### config.mk
export PLATFORM = sky130hd
export DESIGN_NAME = sm4_rkey_sched_flat
export DESIGN_NICKNAME = d
export VERILOG_FILES = /design/src/rtl/sm4_rkey_sched_if.sv /design/src/rtl/sm4_rkey_sched.sv /design/src/flat_wrapper.sv
export SDC_FILE = /design/constraint.sdc
export NUM_CORES = 1
export LEC_CHECK = 0
export CAP_MARGIN = 40
export CORE_MARGIN = 4
export CORE_UTILIZATION = 38
export CTS_BUF_LIST = sky130_fd_sc_hd__clkbuf_8
export DETAILED_ROUTE_END_ITERATION = 8
export PLACE_DENSITY_LB_ADDON = 0.08
export SLEW_MARGIN = 20
export SYNTH_ARGS = -nofsm -noshare
export SYNTH_HDL_FRONTEND = slang
export SYNTH_SLANG_ARGS = --single-unit
### constraint.sdc
create_clock -name clk_sys -period 5.4 [get_ports clk_sys]
set_clock_uncertainty 0.1 [all_clocks]
set_input_delay 1.08 -clock clk_sys [delete_from_list [all_inputs] [get_ports clk_sys]]
set_output_delay 1.08 -clock clk_sys [all_outputs]
set_load 0.01 [all_outputs]
### src/rtl/sm4_rkey_sched_if.sv
// sm4_rkey_sched_if
// Bundles the three links that sm4_rkey_sched arbitrates.
//   key load  : key_load_req/key_load_key in, key_load_ack out
//   expansion : kexp_start/kexp_key/kexp_key_vld out, kexp_rkey/kexp_rkey_vld in
//   core      : core_blk_req/core_blk_dec in,
//               core_blk_gnt/core_rkey/core_rkey_vld/core_rkey_idx out
//   status    : keys_ready out
// Modport master is the scheduler. Modport slave is the surrounding key
// source, expansion unit and round core.
interface sm4_rkey_sched_if;
  localparam int unsigned KEY_W = 128;
  localparam int unsigned RK_W  = 32;
  localparam int unsigned IDX_W = 5;

  // key load request
  logic             key_load_req;
  logic [KEY_W-1:0] key_load_key;
  logic             key_load_ack;

  // key-expansion unit
  logic             kexp_start;
  logic [KEY_W-1:0] kexp_key;
  logic             kexp_key_vld;
  logic [RK_W-1:0]  kexp_rkey;
  logic             kexp_rkey_vld;

  // round core
  logic             core_blk_req;
  logic             core_blk_dec;
  logic             core_blk_gnt;
  logic [RK_W-1:0]  core_rkey;
  logic             core_rkey_vld;
  logic [IDX_W-1:0] core_rkey_idx;

  logic             keys_ready;

  modport master (
    input  key_load_req, key_load_key,
    input  kexp_rkey, kexp_rkey_vld,
    input  core_blk_req, core_blk_dec,
    output key_load_ack,
    output kexp_start, kexp_key, kexp_key_vld,
    output core_blk_gnt, core_rkey, core_rkey_vld, core_rkey_idx,
    output keys_ready
  );

  modport slave (
    output key_load_req, key_load_key,
    output kexp_rkey, kexp_rkey_vld,
    output core_blk_req, core_blk_dec,
    input  key_load_ack,
    input  kexp_start, kexp_key, kexp_key_vld,
    input  core_blk_gnt, core_rkey, core_rkey_vld, core_rkey_idx,
    input  keys_ready
  );
endinterface

### src/rtl/sm4_rkey_sched.sv
// sm4_rkey_sched
// Sits between the SM4 key-expansion unit and the SM4 round core.
// It accepts a user key and starts one expansion. It captures the 32 round
// keys in a local register file. It then streams them one per cycle to the
// core, rk0..rk31 for encryption or rk31..rk0 for decryption. A block never
// runs on a partially expanded key. All outputs are registered.
// Ports:
//   clk_sys : system clock, rising edge
//   sys_rst : synchronous reset, active-high
//   bus     : sm4_rkey_sched_if.master (key load, expansion and core links)
// Build option:
//   SM4_RKEY_SCHED_DEC_EN : when defined, core_blk_dec selects reverse-order
//                           streaming. When undefined, order is always
//                           rk0..rk31.
module sm4_rkey_sched (
  input  logic             clk_sys,
  input  logic             sys_rst,
  sm4_rkey_sched_if.master bus
);
  localparam int unsigned KEY_W  = 128;
  localparam int unsigned RK_W   = 32;
  localparam int unsigned NUM_RK = 32;
  localparam int unsigned IDX_W  = 5;

  typedef enum logic [1:0] {
    S_IDLE,
    S_EXPAND,
    S_READY,
    S_STREAM
  } state_e;

  state_e           state_q;
  logic [IDX_W-1:0] cap_cnt_q;
  logic             load_pend_q;
  logic             ack_q;
  logic [KEY_W-1:0] key_q;
  logic             gnt_q;
  logic [RK_W-1:0]  rkey_q;
  logic             rkey_vld_q;
  logic [IDX_W-1:0] idx_q;
  logic             ready_q;

  // Not reset: contents are only meaningful while ready_q is set.
  logic [RK_W-1:0]  rk_q [NUM_RK];

  logic             last_c;
  logic             load_c;
  logic             accept_c;
  logic             first_c;
  logic             stream_c;
  logic             rk_we_c;
  logic [IDX_W-1:0] idx_d;
  logic [IDX_W-1:0] rd_addr_c;

  // Arbitration between key reload and block streaming.
  // On the last streamed key, a pending or current load beats the core.
  assign last_c   = (state_q == S_STREAM) && (idx_q == IDX_W'(NUM_RK - 1));
  assign load_c   = load_pend_q || bus.key_load_req;
  assign accept_c = ((state_q == S_IDLE)  && bus.key_load_req) ||
                    ((state_q == S_READY) && bus.key_load_req && !bus.core_blk_req) ||
                    (last_c && load_c);
  assign first_c  = ((state_q == S_READY) && bus.core_blk_req) ||
                    (last_c && !load_c && bus.core_blk_req);
  assign stream_c = first_c || ((state_q == S_STREAM) && !last_c);
  assign rk_we_c  = (state_q == S_EXPAND) && bus.kexp_rkey_vld;

  // Round number of the key driven next cycle. 31+1 wraps to 0, so a
  // back-to-back block starts with no bubble.
  assign idx_d = (state_q == S_STREAM) ? idx_q + IDX_W'(1) : '0;

`ifdef SM4_RKEY_SCHED_DEC_EN
  logic dec_q;
  logic dec_d;

  // Direction is taken from the request at grant and held for the whole block.
  assign dec_d     = first_c ? bus.core_blk_dec : dec_q;
  assign rd_addr_c = dec_d ? ~idx_d : idx_d;

  always_ff @(posedge clk_sys) begin
    if (sys_rst) begin
      dec_q <= 1'b0;
    end else begin
      dec_q <= dec_d;
    end
  end
`else
  logic unused_dec;

  assign unused_dec = bus.core_blk_dec;
  assign rd_addr_c  = idx_d;
`endif

  // Round-key capture during expansion.
  always_ff @(posedge clk_sys) begin
    if (rk_we_c) begin
      rk_q[cap_cnt_q] <= bus.kexp_rkey;
    end
  end

  // Control FSM and registered outputs.
  always_ff @(posedge clk_sys) begin
    if (sys_rst) begin
      state_q     <= S_IDLE;
      cap_cnt_q   <= '0;
      load_pend_q <= 1'b0;
      ack_q       <= 1'b0;
      key_q       <= '0;
      gnt_q       <= 1'b0;
      rkey_q      <= '0;
      rkey_vld_q  <= 1'b0;
      idx_q       <= '0;
      ready_q     <= 1'b0;
    end else begin
      ack_q      <= 1'b0;
      gnt_q      <= 1'b0;
      rkey_vld_q <= 1'b0;
      rkey_q     <= '0;
      idx_q      <= '0;
      if (accept_c) begin
        state_q     <= S_EXPAND;
        ack_q       <= 1'b1;
        key_q       <= bus.key_load_key;
        ready_q     <= 1'b0;
        cap_cnt_q   <= '0;
        load_pend_q <= 1'b0;
      end else if (stream_c) begin
        state_q    <= S_STREAM;
        gnt_q      <= first_c;
        rkey_vld_q <= 1'b1;
        idx_q      <= idx_d;
        rkey_q     <= rk_q[rd_addr_c];
        // A load seen during a block waits for the block to finish.
        if (bus.key_load_req) begin
          load_pend_q <= 1'b1;
        end
      end else if (rk_we_c) begin
        cap_cnt_q <= cap_cnt_q + IDX_W'(1);
        if (cap_cnt_q == IDX_W'(NUM_RK - 1)) begin
          state_q <= S_READY;
          ready_q <= 1'b1;
        end
      end else if (last_c) begin
        state_q <= S_READY;
      end
    end
  end

  assign bus.key_load_ack  = ack_q;
  assign bus.kexp_start    = ack_q;
  assign bus.kexp_key_vld  = ack_q;
  assign bus.kexp_key      = key_q;
  assign bus.core_blk_gnt  = gnt_q;
  assign bus.core_rkey     = rkey_q;
  assign bus.core_rkey_vld = rkey_vld_q;
  assign bus.core_rkey_idx = idx_q;
  assign bus.keys_ready    = ready_q;

endmodule

### src/flat_wrapper.sv
// flat-port wrapper written by rule: the top's interface ports become plain ports
module sm4_rkey_sched_flat 
  (clk_sys, sys_rst, bus_key_load_req, bus_key_load_key, bus_kexp_rkey, bus_kexp_rkey_vld, bus_core_blk_req, bus_core_blk_dec, bus_key_load_ack, bus_kexp_start, bus_kexp_key, bus_kexp_key_vld, bus_core_blk_gnt, bus_core_rkey, bus_core_rkey_vld, bus_core_rkey_idx, bus_keys_ready);
  sm4_rkey_sched_if bus_i ();
  input  logic clk_sys;
  input  logic sys_rst;
  input wire logic [$bits(bus_i.key_load_req)-1:0] bus_key_load_req;
  input wire logic [$bits(bus_i.key_load_key)-1:0] bus_key_load_key;
  input wire logic [$bits(bus_i.kexp_rkey)-1:0] bus_kexp_rkey;
  input wire logic [$bits(bus_i.kexp_rkey_vld)-1:0] bus_kexp_rkey_vld;
  input wire logic [$bits(bus_i.core_blk_req)-1:0] bus_core_blk_req;
  input wire logic [$bits(bus_i.core_blk_dec)-1:0] bus_core_blk_dec;
  output wire logic [$bits(bus_i.key_load_ack)-1:0] bus_key_load_ack;
  output wire logic [$bits(bus_i.kexp_start)-1:0] bus_kexp_start;
  output wire logic [$bits(bus_i.kexp_key)-1:0] bus_kexp_key;
  output wire logic [$bits(bus_i.kexp_key_vld)-1:0] bus_kexp_key_vld;
  output wire logic [$bits(bus_i.core_blk_gnt)-1:0] bus_core_blk_gnt;
  output wire logic [$bits(bus_i.core_rkey)-1:0] bus_core_rkey;
  output wire logic [$bits(bus_i.core_rkey_vld)-1:0] bus_core_rkey_vld;
  output wire logic [$bits(bus_i.core_rkey_idx)-1:0] bus_core_rkey_idx;
  output wire logic [$bits(bus_i.keys_ready)-1:0] bus_keys_ready;
  assign bus_i.key_load_req = bus_key_load_req;
  assign bus_i.key_load_key = bus_key_load_key;
  assign bus_i.kexp_rkey = bus_kexp_rkey;
  assign bus_i.kexp_rkey_vld = bus_kexp_rkey_vld;
  assign bus_i.core_blk_req = bus_core_blk_req;
  assign bus_i.core_blk_dec = bus_core_blk_dec;
  assign bus_key_load_ack = bus_i.key_load_ack;
  assign bus_kexp_start = bus_i.kexp_start;
  assign bus_kexp_key = bus_i.kexp_key;
  assign bus_kexp_key_vld = bus_i.kexp_key_vld;
  assign bus_core_blk_gnt = bus_i.core_blk_gnt;
  assign bus_core_rkey = bus_i.core_rkey;
  assign bus_core_rkey_vld = bus_i.core_rkey_vld;
  assign bus_core_rkey_idx = bus_i.core_rkey_idx;
  assign bus_keys_ready = bus_i.keys_ready;
  sm4_rkey_sched u_core (.clk_sys(clk_sys), .sys_rst(sys_rst), .bus(bus_i));
endmodule
==> impl_metrics.csv <==
group,metric,value,unit
sta,period_needed,4023,ps
yosys,synth-edff-count,1024,
drt,drtAntennaViolNets,0,
clocking,cts-root-buf,"clkbuf_8",
global_routing,grt_use_total,0.2163,
sta,finalMaxSlewViolations,0,
placement,globalplace.congestion,0.8449,
run_status,status,"completed",
floorplanning,rows,126,
yosys,ys.flop_type,"edfxtp_1",
sta,hold_ws,350.3,ps
floorplanning,ios,337,
yosys,synth-seq-area-share,0.7522,
sta,rsz0062_at_grt,"false",
worst_setup_path,cp_max_fo,36,
finish,area_growth_syn_to_layout,22.05,%
yosys,synth_top_area_share,0.6745,
yosys,yosysMostFrequentCell,"edfxtp_1",
floorplanning,start_util,0.3846,
floorplanning,die_area,125600,µm²
yosys,ys_ff_latch,1201,
placement,port_buffers,335,
clocking,cts-resized-gates,0,
clocking,cts_hold_buffers,0,
sta,max_freq,248.6,MHz
yosys,synth_area_leaders,"edfxtp_1, dfxtp_1, nand2_1",
floorplanning,die_w,354.4,µm
clocking,cts_setup_buffers,0,
yosys,ys_async_sr_fraction,0,
worst_setup_path,crit_arrival,4620,ps
yosys,yosysWarnings,0,
clocking,cts_buffer_depth,3,
worst_setup_path,crit_required,6000,ps
drt,drc_errors,0,
drt,first_pass_iters,5,
clocking,cts.sinks,1201,
floorplanning,die_h,354.4,µm
power_and_ir_drop,p_leak,17.78,nW
power_and_ir_drop,p_per_area,331.0,nW/µm²
power_and_ir_drop,ir_drop,0.2297,mV
clocking,tritoncts,"done",
drt,dr_wl_met3,10420,µm
finish,nets,3634,
global_routing,grt_pass1_vias,28780,
sta,timing.final.crit_share,0.7450,
floorplanning,coreArea,118600,µm²
worst_setup_path,critPathKind,"reg -> reg",
global_routing,grt_overflow,0,
worst_hold_path,hold_path.class,"reg -> reg",
worst_setup_path,end_kind,"flop",
drt,avgRoutedWirePerCell,26.52,µm
yosys,synth_area,45590,µm²
power_and_ir_drop,total_power,18.42,mW
finish,drive_above_1_share,0.1538,
sta,tightest_slew,1040,ps
clocking,cts_buffers,201,
clocking,cts_max_level,4,
sta,setup_violations,0,
worst_setup_path,start_kind,"flop",
global_routing,grt_max_degree,147,
yosys,synth.distinct_cells,50,
yosys,synthCells,3031,
sta,hold_violations,0,
placement,hpwl,80680,µm
drt,m1WireLength,61430,µm
drt,vias_per_cell,5.445,
yosys,syn_nets,3204,
sta,relSlewSlack,0.3066,
job,drv_cap,0,
drt,met2WireLength,63790,µm
finish,num-fill-cells,10510,
global_routing,grt_pass1_wl,199900,µm
clocking,clk_latency,860,ps
sta,setup-tns-final,0,ps
drt,top_layer,"met5",
yosys,ys_top_cells_by_count,"edfxtp_1, nand2_1, dfxtp_1, a21oi_1, clkbuf_1",
global_routing,antenna_found_initial,7,
drt,routed_wl,138900,µm
yosys,yosysTopAreaCell,"edfxtp_1",
yosys,syn_avg_cell_area,15.04,µm²
worst_setup_path,reg2reg_slack,1380,ps
drt,vias,28520,
drt,drtIter0Drc,2615,
clocking,clkTransAtPathRegs,50,ps
cell type report:
class / count / area, µm² / share of cell area
diodes: 3 / 7.507 / 0.0001349
flip-flops and latches: 1201 / 34300 / 0.6164
clock inverters: 151 / 772.0 / 0.01387
inverters: 5 / 20.02 / 0.0003598
clock buffers: 226 / 3110 / 0.05590
repair buffers: 453 / 4820 / 0.08662
multi-input cells: 1599 / 10610 / 0.1908
well taps: 1600 / 2002 / 0.03598
flip-flops by register name, summed over array words and instances (netlist names):
name,count
u_core.rk_q,1024
u_core.bus.kexp_key,128
u_core.bus.core_rkey,32
u_core.bus.core_rkey_idx,5
u_core.cap_cnt_q,5
u_core.state_q,2
u_core.bus.core_blk_gnt,1
u_core.bus.core_rkey_vld,1
u_core.bus.kexp_key_vld,1
u_core.bus.keys_ready,1
u_core.load_pend_q,1
final timing paths:
kind,startpoint,endpoint,depth (start not counted)
worst min register to register,u_core.bus.kexp_key[3],u_core.bus.kexp_key[3],2
worst max-delay path,u_core.bus.core_rkey_idx[0],u_core.bus.core_rkey[2],10
worst max register to register,u_core.bus.core_rkey_idx[0],u_core.bus.core_rkey[2],10
worst min-delay path,u_core.bus.kexp_key[3],u_core.bus.kexp_key[3],2
critical path, cell delays in order, from the launching register on:
cell and delay, ps:
dfxtp_4 740, ha_2 370, buf_4 580, nand2b_1 220
nand2_2 390, buf_4 440, buf_4 260, a211oi_1 260
o21ai_0 110, o211ai_1 240, nand3_1 130
stage by stage:
step / setup WS [ps] / instances / utilization / instance area, µm²
final: 1377 / 5238 / 0.4693 / 55640
after global routing: 1145 / 5237 / 0.4693 / 55640
after CTS: 1346 / 5233 / 0.4689 / 55590
after detailed placement: 1222 / 4856 / 0.4362 / 51710
after global placement: 1128 / 4831 / 0.4328 / 51300
after floorplan: 1721 / 3031 / - / 45590
report_power, final:
group          switching [mW]  internal [mW]  leakage, nW
clock                    3.65           3.99         2.35
combinational           0.338          0.281         4.78
sequential             0.0394           10.1         10.7
total                    4.03           14.4         17.8
routing by layer:
metal  vias to the layer above  global-route usage
li1                      12690                   -
met1                     14460              0.3010
met2                      1158              0.3410
met3                       211             0.04773
met4                         2             0.06572
met5                         -                   0
layout by cell type (no fill, tap or decap), types with 30 or more instances in the layout:
cell type        Yosys  final
a2111oi_0           32     32
a211oi_1            64     64
a21oi_1            166    166
and2_1              36     32
buf_12               0     30
buf_4                9     63
clkbuf_8             0    226
clkdlybuf4s50_1      0    331
dfxtp_1            177    176
edfxtp_1          1024   1024
inv_1                4    103
mux2_2              93     93
mux2i_1             70     70
mux4_2              31     31
nand2_1            402    400
nand3_1            100     99
nor2_1              86     50
nor2_4               0     38
o2111ai_1           32     32
o211ai_1            97     97
o21ai_0             81     81
o221ai_1            33     33
o22ai_1            124    124
o2bb2ai_1           61     61
or3_1               33     33
cell families (layout without fill, tap and decap cells):
group | count (synthesis) | in the layout | synth area share
flip-flops | 1201 | 1201 | 0.7522
AO/OA/AOI/OAI | 712 | 712 | 0.1041
AND/OR/NAND/NOR | 681 | 681 | 0.06450
buffers and inverters | 231 | 835 | 0.02270
multiplexers | 194 | 194 | 0.05365
adder cells (fa/ha/maj) | 7 | 7 | 0.001921
XOR/XNOR | 5 | 5 | 0.0009605
other | 0 | 3 | 0
No activity file was read; power rests on OpenSTA's default activity.
